**src/rtl/spi_flash_writer.sv**
```systemverilog
`default_nettype none
// ============================================================================
// Module      : spi_flash_writer
// Description : Programs one 32-bit word into SPI NOR flash: WREN, PAGE
//               PROGRAM (addr + 4 data bytes, little-endian), then polls
//               READ STATUS until WIP clears or the poll budget runs out.
// Revision    : 1.0 - initial release
// ============================================================================
module spi_flash_writer #(
    parameter int unsigned CS_GAP   = 4,      // must be >= 1
    parameter int unsigned POLL_MAX = 65535   // must be 1..65535
) (
    input  logic        clk,
    input  logic        rst_n,
    input  logic        start,
    input  logic [23:0] addr,
    input  logic [31:0] wdata,
    output logic        busy,
    output logic        done,
    output logic        error,
    output logic [7:0]  status,
    output logic        CLK,
    output logic        CS_N,
    output logic        MOSI,
    input  logic        MISO
);

    typedef enum logic [2:0] {
        S_IDLE = 3'd0,
        S_WREN = 3'd1,
        S_PROG = 3'd2,
        S_POLL = 3'd3,
        S_GAP  = 3'd4,
        S_FIN  = 3'd5
    } state_t;

    localparam int c_GAP_W = (CS_GAP > 1) ? $clog2(CS_GAP) : 1;
    localparam logic [c_GAP_W-1:0] c_GAP_LAST = c_GAP_W'(CS_GAP - 1);
    localparam logic [c_GAP_W-1:0] c_GAP_ONE  = c_GAP_W'(1);
    localparam logic [15:0] c_POLL_MAX = 16'(POLL_MAX);
    localparam logic [63:0] c_FRAME_WREN = {8'h06, 56'd0};
    localparam logic [63:0] c_FRAME_POLL = {8'h05, 56'd0};
    // Index of the final high-phase cycle for each transaction length.
    localparam logic [6:0] c_LAST_WREN = 7'd15;
    localparam logic [6:0] c_LAST_PROG = 7'd127;
    localparam logic [6:0] c_LAST_POLL = 7'd31;

    state_t               r_state, w_state_nxt, w_load_state;
    logic [6:0]           r_cyc, w_cyc_nxt;
    logic [6:0]           r_last, w_last_nxt, w_load_last;
    logic [62:0]          r_sh, w_sh_nxt;
    logic [6:0]           r_rx, w_rx_nxt;
    logic [c_GAP_W-1:0]   r_gap, w_gap_nxt;
    logic                 r_to_prog, w_to_prog_nxt;
    logic [15:0]          r_polls, w_polls_nxt, w_polls_inc;
    logic [23:0]          r_addr, w_addr_nxt;
    logic [31:0]          r_wdata, w_wdata_nxt;
    logic [7:0]           r_status, w_status_nxt;
    logic                 r_sclk, w_sclk_nxt;
    logic                 r_cs_n, w_cs_n_nxt;
    logic                 r_mosi, w_mosi_nxt;
    logic                 r_busy, w_busy_nxt;
    logic                 r_done, w_done_nxt;
    logic                 r_error, w_error_nxt;
    logic                 w_load;
    logic [63:0]          w_load_frame;
    logic [63:0]          w_prog_frame;

    // Data bytes go out least-significant first to match the reader.
    assign w_prog_frame = {8'h02, r_addr, r_wdata[7:0], r_wdata[15:8],
                           r_wdata[23:16], r_wdata[31:24]};
    assign w_polls_inc  = (r_polls == c_POLL_MAX) ? r_polls : r_polls + 16'd1;

    always_ff @(posedge clk or negedge rst_n) begin
        if (!rst_n) begin
            r_state   <= S_IDLE;
            r_cyc     <= '0;
            r_last    <= '0;
            r_sh      <= '0;
            r_rx      <= '0;
            r_gap     <= '0;
            r_to_prog <= 1'b0;
            r_polls   <= '0;
            r_addr    <= '0;
            r_wdata   <= '0;
            r_status  <= '0;
            r_sclk    <= 1'b0;
            r_cs_n    <= 1'b1;
            r_mosi    <= 1'b0;
            r_busy    <= 1'b0;
            r_done    <= 1'b0;
            r_error   <= 1'b0;
        end else begin
            r_state   <= w_state_nxt;
            r_cyc     <= w_cyc_nxt;
            r_last    <= w_last_nxt;
            r_sh      <= w_sh_nxt;
            r_rx      <= w_rx_nxt;
            r_gap     <= w_gap_nxt;
            r_to_prog <= w_to_prog_nxt;
            r_polls   <= w_polls_nxt;
            r_addr    <= w_addr_nxt;
            r_wdata   <= w_wdata_nxt;
            r_status  <= w_status_nxt;
            r_sclk    <= w_sclk_nxt;
            r_cs_n    <= w_cs_n_nxt;
            r_mosi    <= w_mosi_nxt;
            r_busy    <= w_busy_nxt;
            r_done    <= w_done_nxt;
            r_error   <= w_error_nxt;
        end
    end

    always_comb begin
        w_state_nxt   = r_state;
        w_cyc_nxt     = r_cyc;
        w_last_nxt    = r_last;
        w_sh_nxt      = r_sh;
        w_rx_nxt      = r_rx;
        w_gap_nxt     = r_gap;
        w_to_prog_nxt = r_to_prog;
        w_polls_nxt   = r_polls;
        w_addr_nxt    = r_addr;
        w_wdata_nxt   = r_wdata;
        w_status_nxt  = r_status;
        w_sclk_nxt    = 1'b0;
        w_cs_n_nxt    = r_cs_n;
        w_mosi_nxt    = r_mosi;
        w_done_nxt    = 1'b0;
        w_error_nxt   = 1'b0;
        w_load        = 1'b0;
        w_load_state  = S_WREN;
        w_load_frame  = c_FRAME_WREN;
        w_load_last   = c_LAST_WREN;

        case (r_state)
            S_IDLE: begin
                if (start) begin
                    w_addr_nxt  = addr;
                    w_wdata_nxt = wdata;
                    w_polls_nxt = '0;
                    w_load      = 1'b1;
                end
            end
            S_WREN, S_PROG, S_POLL: begin
                if (!r_cyc[0]) begin
                    w_cyc_nxt  = r_cyc + 7'd1;
                    w_sclk_nxt = 1'b1;
                end else begin
                    w_rx_nxt = {r_rx[5:0], MISO};
                    if (r_cyc == r_last) begin
                        w_cs_n_nxt = 1'b1;
                        w_mosi_nxt = 1'b0;
                        w_gap_nxt  = '0;
                        case (r_state)
                            S_WREN: begin
                                w_state_nxt   = S_GAP;
                                w_to_prog_nxt = 1'b1;
                            end
                            S_PROG: begin
                                w_state_nxt   = S_GAP;
                                w_to_prog_nxt = 1'b0;
                            end
                            default: begin
                                w_status_nxt = {r_rx, MISO};
                                w_polls_nxt  = w_polls_inc;
                                if (!MISO) begin
                                    w_state_nxt = S_FIN;
                                    w_done_nxt  = 1'b1;
                                end else if (w_polls_inc == c_POLL_MAX) begin
                                    w_state_nxt = S_FIN;
                                    w_done_nxt  = 1'b1;
                                    w_error_nxt = 1'b1;
                                end else begin
                                    w_state_nxt = S_GAP;
                                end
                            end
                        endcase
                    end else begin
                        w_cyc_nxt  = r_cyc + 7'd1;
                        w_mosi_nxt = r_sh[62];
                        w_sh_nxt   = {r_sh[61:0], 1'b0};
                    end
                end
            end
            S_GAP: begin
                if (r_gap == c_GAP_LAST) begin
                    w_load = 1'b1;
                    if (r_to_prog) begin
                        w_load_state = S_PROG;
                        w_load_frame = w_prog_frame;
                        w_load_last  = c_LAST_PROG;
                    end else begin
                        w_load_state = S_POLL;
                        w_load_frame = c_FRAME_POLL;
                        w_load_last  = c_LAST_POLL;
                    end
                end else begin
                    w_gap_nxt = r_gap + c_GAP_ONE;
                end
            end
            S_FIN:   w_state_nxt = S_IDLE;
            default: w_state_nxt = S_IDLE;
        endcase

        // Starting a transaction: CS_N falls together with the first low phase.
        if (w_load) begin
            w_state_nxt = w_load_state;
            w_cyc_nxt   = '0;
            w_last_nxt  = w_load_last;
            w_mosi_nxt  = w_load_frame[63];
            w_sh_nxt    = w_load_frame[62:0];
            w_cs_n_nxt  = 1'b0;
        end

        w_busy_nxt = (w_state_nxt != S_IDLE);
    end

    assign busy   = r_busy;
    assign done   = r_done;
    assign error  = r_error;
    assign status = r_status;
    assign CLK    = r_sclk;
    assign CS_N   = r_cs_n;
    assign MOSI   = r_mosi;

endmodule
`default_nettype wire

```
**config.mk**
```make
export PLATFORM = sky130hd
export DESIGN_NAME = spi_flash_writer
export DESIGN_NICKNAME = d
export VERILOG_FILES = /design/src/rtl/spi_flash_writer.sv
export SDC_FILE = /design/constraint.sdc
export NUM_CORES = 1
export LEC_CHECK = 0
export BUFFER_PORTS_ARGS = -buffer_cell sky130_fd_sc_hd__buf_2
export CORE_AREA = 2 2 142 144
export CTS_CLUSTER_SIZE = 12
export DETAILED_ROUTE_END_ITERATION = 8
export DIE_AREA = 0 0 144 146
export GPL_ROUTABILITY_DRIVEN = 0
export PLACE_DENSITY_LB_ADDON = 0.05
export RECOVER_POWER = 100
export SLEW_MARGIN = 10
export SYNTH_ARGS = -nofsm -noshare
export SYNTH_HDL_FRONTEND = slang
export SYNTH_SLANG_ARGS = --single-unit
```
**constraint.sdc**
```tcl
create_clock -name clk -period 3 [get_ports clk]
set_input_delay 0.45 -clock clk [delete_from_list [all_inputs] [get_ports clk]]
set_output_delay 0.45 -clock clk [all_outputs]
set_load 0.005 [all_outputs]
```
# After elaboration in Yosys (flattened, before gate mapping)
# Index checks and enable logic that the tools add are counted.
[op_classes]
n_addsub = 3
n_eq_ne = 15
muxes = 59
bitwise = 1
n_reduce_logical = 21
[op_table]
columns = ["cell", "count"]
rows = [
  ["63-bit two-way mux", 4],
  ["59-bit two-way mux", 3],
  ["16-bit two-way mux", 5],
  ["7-bit two-way mux", 7],
  ["16-bit == test (second input constant)", 2],
  ["16-bit case mux with 2 select lines", 1],
  ["1-bit two-way mux", 27],
  ["16-bit by 1-bit adder with 16-bit output (second input constant)", 1],
  ["2-bit inequality test (second input constant)", 6],
  ["4-bit AND reduction", 3],
  ["2-bit nonzero test", 6],
  ["2-bit two-way mux", 5],
  ["3-bit two-way mux", 3],
  ["2-bit AND reduction", 4],
  ["7-bit by 1-bit adder with 7-bit output (second input constant)", 1],
  ["7-bit == test", 1],
  ["3-bit by 2-bit == test with 1-bit output (second input constant)", 2],
  ["3-bit case mux with 2 select lines", 1],
  ["3-bit AND reduction", 2],
  ["5-bit AND reduction", 1],
  ["1-bit case mux with 2 select lines", 2],
  ["2-bit case mux with 2 select lines", 1],
  ["2-bit OR reduction", 2],
  ["3-bit by 1-bit == test with 1-bit output (second input constant)", 1],
  ["8 further kinds", 8],
]
[totals]
register_bits = 176
inputBits = 60
output_inout_bits = 14
elab_cells = 117

# Logic depth before layout (Yosys ltp)
# Gate-level depths: netlist of run 1.
[logic_depth]
word_depth = 11
mapped_depth = 9
mapped_depth_nobuf = 7

# Worst setup path before layout of run 1
# No wires, ideal clock.
[synth_path]
path_kind = "register to register"
from = "reg r_polls[0]"
to = "reg r_done (netlist: done)"
arrival_time_ns = 2.186
required_ns = 2.916
path_slack_ns = 0.730
path_stages_with_launch = 9
path_buffers = 1
cell_sequence = "dfrtp_1 ha_1 buf_2 nand3_2 nor4_4 nand3_1 and2_0 or4_4 o22ai_1"
[synth_via]
elab_chain_len = 9
word_cells_on_any_way = 10
classes_between = "1 x add/sub; 2 x eq/ne; 7 x mux"
[synth_lines]
columns = ["element", "line", "rtl"]
rows = [
  ["from (decl)", "55", "logic [15:0] r_polls, w_polls_nxt, w_polls_inc;"],
  ["from (signal assigned)", "101", "r_polls <= w_polls_nxt;"],
  ["16-bit by 1-bit adder with 16-bit output or 16-bit == test (tied branches)", "72", "assign w_polls_inc = (r_polls == c_POLL_MAX) ? r_polls : r_polls + 16'd1;"],
  ["16-bit two-way mux (*)", "72", ""],
  ["16-bit == test (*)", "170", "end else if (w_polls_inc == c_POLL_MAX) begin"],
  ["1-bit two-way mux (*)", "170", ""],
  ["1-bit two-way mux (*)", "167", "if (!MISO) begin"],
  ["1-bit two-way mux (*)", "155", "case (r_state)"],
  ["1-bit two-way mux (*)", "151", "if (r_cyc == r_last) begin"],
  ["1-bit two-way mux (*)", "146", "if (!r_cyc[0]) begin"],
  ["1-bit two-way mux (*)", "136", "case (r_state)"],
  ["net w_done_nxt", "63", "logic r_done, w_done_nxt;"],
  ["to (signal assigned)", "109", "r_done <= w_done_nxt;"],
  ["to (decl)", "63", ""],
]
# Mark *: on every way through the listed nets, which the timed path passes. The rest lies on a longest branch.
# A chain may end at the register's enable or synchronous reset.

# Worst setup path in the final report of run 1
# Same ends and word-level chain as after synthesis.

==> results of run 1 <==
worst paths after layout:
path / startpoint / end / slack [ns]
max in group asynchronous: rst_n / r_sh[62] / 0.70
setup / recovery: r_polls[0] / done / 0.34
hold reg to reg: status[2] / status[2] / 0.46
hold / removal: addr[9] / r_addr[9] / 0.22
min in group asynchronous: rst_n / r_cyc[2] / 0.56
setup reg to reg: r_polls[0] / done / 0.34
power breakdown:
| part | internal (W) | switching [W] | leakage (nW) |
|---|---|---|---|
| Sequential | 0.00236 | 0.0000264 | 2.02 |
| Combinational | 0.0000491 | 0.0000795 | 1.80 |
| Clock | 0.00131 | 0.000924 | 0.287 |
| Total | 0.00373 | 0.00103 | 4.10 |
metal layers:
metal  vias up  routed length (µm)  track usage
li1       2943                   -            -
met4         0                 238       0.0603
met3        18                 754       0.0388
met2       137                8310        0.289
met5         -                   0            0
met1      2989                8290        0.242
placed cells by master (no fill, tap or decap), types with 6 or more instances in the layout:
cell type  instances
buf_2             65
o31ai_1            8
nand2_1          281
a31oi_1            9
a21oi_1           21
nor2_1            30
and3_1             6
clkbuf_1          11
mux2_2             6
a2bb2oi_1         57
clkbuf_16         17
dfrtp_1          171
o21ai_0           74
nand3_1           20
nand4_1           11
buf_4              6
per-stage QoR:
stage / cells / hold slack (ns) / total power, W
2_1_floorplan: 824 / 0.154 / 0.00246
3_3_place_gp: 1124 / 0.446 / 0.00257
3_5_place_dp: 1124 / 0.452 / 0.00257
4_1_cts: 1156 / 0.0847 / 0.00482
5_1_grt: 1156 / 0.209 / 0.00494
6_report: 1156 / 0.219 / 0.00476
cells by family (layout without fill, tap and decap cells):
group	Yosys count	count (layout)	synth area share
xor gates and xnor gates	7	7	0.00797
buffers and inverters	55	122	0.0308
DFF	172	172	0.560
muxes	9	9	0.0127
AOI/OAI and AO/OA	189	189	0.163
and+or+nand+nor	389	389	0.221
adders and majority gates	3	3	0.00488
layout make-up:
class | instances | area, µm² | share of cell area
Clock buffer | 18 | 429 | 0.0485
Multi-Input combinational cell | 597 | 3140 | 0.355
Timing Repair Buffer | 87 | 463 | 0.0523
Sequential cell | 172 | 4310 | 0.487
Inverter | 3 | 11.3 | 0.00127
Clock inverter | 14 | 168 | 0.0190
Tap cell | 265 | 332 | 0.0375
synthesized netlist by cell type (3+ instances only):
library cell	n	area [µm²]
nand2_1	281	1050
dfrtp_1	171	4280
o21ai_0	74	370
a2bb2oi_1	57	499
nor2_1	31	116
clkbuf_1	28	105
a21oi_1	21	105
nand3_1	19	95.1
buf_2	17	85.1
nand4_1	11	68.8
a31oi_1	9	56.3
o31ai_1	8	60.1
and3_1	6	37.5
mux2_2	6	67.6
and2_1	5	31.3
or3_1	5	31.3
xor2_1	5	43.8
buf_1	4	15.0
nor3_1	4	20.0
o211ai_1	4	30.0
a21o_1	3	22.5
ha_1	3	37.5
inv_1	3	11.3
mux2i_1	3	30.0
sequential cells by signal, summed over array words and instances (netlist names):
signal and count:
r_sh 63, r_wdata 32, r_addr 24, r_polls 16
status 8, r_cyc 7, r_rx 7, r_last 3
r_state 3, r_gap 2, CLK 1, CS_N 1
MOSI 1, busy 1, done 1, error 1
r_to_prog 1
critical path: stages (launching register included):
cell     delay (ns)
dfrtp_1        0.43
ha_1           0.31
nand3_1        0.28
nor4_4         0.56
nand3_1        0.16
and2_0         0.18
or4_4          0.52
o22ai_1        0.13
==> metrics.cfg, run 1 <==
[synth]
yosys_warnings=0
ys_async_sr_fraction=1.00
syn_area_um2=7690
post_synth.cell_area_avg_um2=9.33
synth_seq_cells=172
ys_seq_area_frac=0.560
synth_cell_type_count=57
syn_nets=887
synth_top_flop_cell=dfrtp_1
synth-edff-count=0
synth_cells=824

[placement]
hpwl_mm=11.1
pre_cts_ws_ns=0.465
portBuffers=73
placed_area_um2=8330

[power]
vdd_drop_max_uv=353
p_per_area_nw_per_um2=538
power.leakage_nw=4.10

[clocking]
cts_tree=yes
post_cts_buffers=0
htree_levels=4
cts_sinks=172
cts_resized=0
root_buffer=clkbuf_16
cts.clk_slew.worst_paths_ns=0.07
worstSkewPairLatency_ns=0.42
ctsHoldBuffers=0
cts_inserted_buffers=17
clockBufferDepth=2

[hold_path]
min_path_cells=3
hold_path_class=in2reg

[global_route]
grt_pass1_wl_mm=30.6
grt_max_degree=76
grt_usage=0.180
antenna_found_initial=0
grt_overflow_total=0
grt_pass1_vias=6198

[timing]
fin_crit_sh=0.886
max_freq_mhz=376
fin_setup_tns_ns=0
period_minus_slack_ns=2.66
fin_ws_ns=0.342
hold_viol_final=0
finalSetupViolations=0
worstMarginPinSlew_ns=1.90
maxSlewViolCount=76
rsz0062_at_grt=false
finalClockSkew_ns=0.0108
relSlewSlack=-0.266

[cells_and_area]
drive_gt1_frac=0.141
antenna_cells=0
syn_to_final_growth_pct=15.1
n_fill_cell=1920
utilization=0.458
stdcell_area_um2=8850
final_nets=941

[die]
coreArea_um2=19300
dieArea_um2=21000
fp.dieH_um=146
initial_core_util=0.398
fp-row-count=51
ioPinCount=74
die_x_um=144

[critical_path]
crit_path_start_kind=flop
crit_arrival_ns=2.99
cp-end-kind=flop
path_max_fanout=9
setup.worst_path.class=reg2reg
cp.required_ns=3.33
r2r_cells=7

[run_status]
violations=capacitance limit, slew limit
status=finished with violations

[drt]
wl_per_cell_um=15.2
antenna_left=0
drt_pass1_iterations=5
drtIter0Drc=338
totalWireLength_mm=17.6
viasPerCell=5.27
drt_drc_violations_left=0
via_count=6087

[job]
maxCapViolCount=1

Note: power is estimated with default switching activity, not from simulation.
==> run 2, diff against run 1 <==
--- a/config.mk
+++ b/config.mk
@@ -5,11 +5,12 @@
 export SDC_FILE = /design/constraint.sdc
 export NUM_CORES = 1
 export LEC_CHECK = 0
+export ABC_AREA = 1
 export BUFFER_PORTS_ARGS = -buffer_cell sky130_fd_sc_hd__buf_2
-export CORE_AREA = 2 2 142 144
+export CORE_AREA = 2 2 143 145
 export CTS_CLUSTER_SIZE = 12
 export DETAILED_ROUTE_END_ITERATION = 8
-export DIE_AREA = 0 0 144 146
+export DIE_AREA = 0 0 145 147
 export GPL_ROUTABILITY_DRIVEN = 0
 export PLACE_DENSITY_LB_ADDON = 0.05
 export RECOVER_POWER = 100
==> metrics.cfg, run 2 <==
[drt]
wl_per_cell_um=12.9  ; was 15.2 µm
antenna_left=0  ; unchanged
viasPerCell=4.73  ; was 5.27
drt_pass1_iterations=4  ; was 5
drt_drc_violations_left=0  ; unchanged
via_count=6031  ; was 6,087
totalWireLength_mm=16.5  ; was 17.6 mm
drtIter0Drc=415  ; was 338

[clocking]
post_cts_buffers=0  ; unchanged
worstSkewPairLatency_ns=0.43  ; was 0.42 ns
htree_levels=4  ; unchanged
cts_inserted_buffers=17  ; unchanged
ctsHoldBuffers=0  ; unchanged
cts_sinks=172  ; unchanged
clockBufferDepth=2  ; unchanged
cts_tree=yes  ; unchanged
root_buffer=clkbuf_16  ; unchanged
cts_resized=0  ; unchanged
cts.clk_slew.worst_paths_ns=0.07  ; about the same

[synth]
yosys.cell_count.top_type=nand2_1  ; unchanged
synth_top_flop_cell=dfrtp_1  ; unchanged
synth_cell_type_count=36  ; was 57
post_synth.cell_area_avg_um2=8.34  ; was 9.33 µm²
ys_seq_area_frac=0.553  ; was 0.560
synthTopCellsByArea=dfrtp_1 (55%), nand2_1 (11%), o21ai_0 (8.8%)  ; was dfrtp_1 (56%), nand2_1 (14%), a2bb2oi_1 (6.5%)
synth_common_cells=nand2_1 (227), dfrtp_1 (171), inv_1 (162)  ; was nand2_1 (281), dfrtp_1 (171), o21ai_0 (74)
yosys_warnings=0  ; unchanged
synth_seq_cells=172  ; unchanged
synth_top_cell_area_share=0.550  ; was 0.557
syn_nets=996  ; was 887
syn_area_um2=7780  ; was 7690 µm²
synth-edff-count=0  ; unchanged
synth_cells=933  ; was 824
ys_async_sr_fraction=1.00  ; unchanged
synth_largest_area_cell=dfrtp_1  ; unchanged

[timing]
holdWs_ns=0.219  ; about the same
max_freq_mhz=409  ; was 376 MHz
worstMarginPinSlew_ns=1.67  ; was 1.90 ns
hold_viol_final=0  ; unchanged
period_minus_slack_ns=2.44  ; was 2.66 ns
fin_crit_sh=0.814  ; was 0.886
finalClockSkew_ns=0.0124  ; was 0.0108 ns
finalSetupViolations=0  ; unchanged
maxSlewViolCount=65  ; was 76
fin_ws_ns=0.557  ; was 0.342 ns
rsz0062_at_grt=false  ; unchanged
relSlewSlack=-0.113  ; was -0.266
fin_setup_tns_ns=0  ; unchanged

[die]
ioPinCount=74  ; unchanged
initial_core_util=0.392  ; was 0.398
dieArea_um2=21300  ; was 21,000 µm²
die_x_um=145  ; was 144 µm
fp-row-count=52  ; was 51
coreArea_um2=19800  ; was 19,300 µm²
fp.dieH_um=147  ; was 146 µm

[critical_path]
r2r_cells=10  ; was 7
setup.worst_path.class=reg2reg  ; unchanged
timing.rr.end=r_sh[52]  ; was done
cp_cell_sequence=inv_1, nor3_1, nand2_1, o21ai_2, nand2_1, nand2_1, nand2_1, clkbuf_4, nand2_1, o21ai_0  ; was ha_1, nand3_1, nor4_4, nand3_1, and2_0, or4_4, o22ai_1
slowest_stage=clkbuf_4  ; was nor4_4
crit_arrival_ns=2.72  ; was 2.99 ns
reg2reg_slack_ns=0.56  ; was 0.34 ns
cp.required_ns=3.28  ; was 3.33 ns
crit_family=simple AND/OR/NAND/NOR gates  ; unchanged
rr_startpoint=r_cyc[0]  ; was r_polls[0]
crit_path_start_kind=flop  ; unchanged
cp.buffers_inverters=2  ; was 0
cpPeakStageDelay_ns=0.43  ; was 0.56 ns
path_max_fanout=64  ; was 9
worst_setup_path_startpoint=r_cyc[0]  ; was r_polls[0]
cp_common_cell=nand2_1  ; was nand3_1
cp-end-kind=flop  ; unchanged

[hold_path]
hold_end=r_addr[10]  ; was r_addr[9]
hold_start=addr[10]  ; was addr[9]
min_path_cells=3  ; unchanged
hold_path_class=in2reg  ; unchanged

[global_route]
grt_pass1_wl_mm=28.9  ; was 30.6 mm
grt_max_degree=108  ; was 76
grt_usage=0.166  ; was 0.180
grt_pass1_vias=5936  ; was 6,198
antenna_found_initial=0  ; unchanged
grt_overflow_total=0  ; unchanged

[run_status]
status=finished with violations  ; unchanged
violations=capacitance limit, slew limit  ; unchanged

[cells_and_area]
layout_commonest_cell=nand2_1  ; unchanged
final_nets=1056  ; was 941
largest_registers=r_sh x63, r_wdata x32, r_addr x24  ; unchanged
antenna_cells=0  ; unchanged
drive_gt1_frac=0.120  ; was 0.141
instances_no_fill=1276  ; was 1,156
largest_register_ffs=63  ; unchanged
final_cell_mix=nand2_1 (228), dfrtp_1 (171), inv_1 (163)  ; was nand2_1 (281), dfrtp_1 (171), o21ai_0 (74)
syn_to_final_growth_pct=14.8  ; was 15.1%
n_fill_cell=2053  ; was 1,920
top_register=r_sh  ; unchanged

[power]
p_per_area_nw_per_um2=524  ; was 538 nW/µm²
power.leakage_nw=4.76  ; was 4.10 nW
vdd_drop_max_uv=367  ; was 353 µV

[placement]
portBuffers=73  ; unchanged
placed_cells=1244  ; was 1,124
pre_cts_ws_ns=0.685  ; was 0.465 ns
hpwl_mm=10.5  ; was 11.1 mm

[job]
maxCapViolCount=1  ; unchanged

-- run 2: cell types whose count changed after synthesis, sizes merged, moves of 8 or more --
cell | previous run | this run
o22ai | 3 | 58
inv | 3 | 168
nand2 | 282 | 231
o31ai | 8 | 0
nand3 | 20 | 31
a31oi | 9 | 0
o21ai | 74 | 160
a2bb2oi | 57 | 0
a21oi | 21 | 6
-- run 2: layer usage --
| layer | up-vias | GRT usage | wire [µm] |
|---|---|---|---|
| met3 | 16 | 0.0366 | 538 |
| met4 | 0 | 0.0465 | 193 |
| met2 | 90 | 0.263 | 7350 |
| met1 | 2821 | 0.231 | 8400 |
| met5 | - | 0 | 0 |
| li1 | 3104 | - | - |
-- run 2: how the worst max path moves through the flow --
stage	depth (start not counted)	endpoint	slack, ns
detailed placement	10	r_sh[13]	0.68
global route	10	r_sh[38]	0.24
global placement	10	r_sh[28]	0.68
finish	10	r_sh[52]	0.56
floorplan	14	busy	1.07
CTS	10	r_sh[32]	0.68
-- run 2: final cells by class --
type / count / area (µm²) / area share
tap: 270 / 338 / 0.0378
clock buffer: 19 / 443 / 0.0496
timing repair buffer: 82 / 442 / 0.0494
inverter: 168 / 631 / 0.0706
multi-input combinational: 552 / 2620 / 0.293
sequential: 172 / 4310 / 0.482
clock inverter: 13 / 156 / 0.0175
-- run 2: kinds of logic (layout without fill, tap and decap cells) --
family,after synthesis,in the layout,share of synthesized area
adders and majority gates,3,3,0.00482
AOI/OAI and AO/OA,231,231,0.166
xor gates and xnor gates,6,6,0.00675
DFF,172,172,0.553
buffers and inverters,209,282,0.105
and+or+nand+nor,311,311,0.163
muxes,1,1,0.00145
-- run 2: stage by stage --
step	util	power, W	area, µm²
floorplan	-	0.00238	7780
global route	0.450	0.00487	8940
global placement	0.424	0.00247	8410
finish	0.450	0.00469	8940
detailed placement	0.424	0.00247	8410
CTS	0.454	0.00476	9010
-- run 2: worst register-to-register path, cell delays in order (launching register included) --
cell and delay [ns]:
dfrtp_1 0.37, inv_1 0.13, nor3_1 0.26, nand2_1 0.13, o21ai_2 0.13, nand2_1 0.15, nand2_1 0.25, nand2_1 0.16
clkbuf_4 0.43, nand2_1 0.20, o21ai_0 0.10
-- run 2: power by group --
| part | switching (W) | internal, W |
|---|---|---|
| Combinational | 0.0000615 | 0.0000326 |
| Sequential | 0.00000210 | 0.00232 |
| Clock | 0.000990 | 0.00128 |
| Total | 0.00105 | 0.00363 |
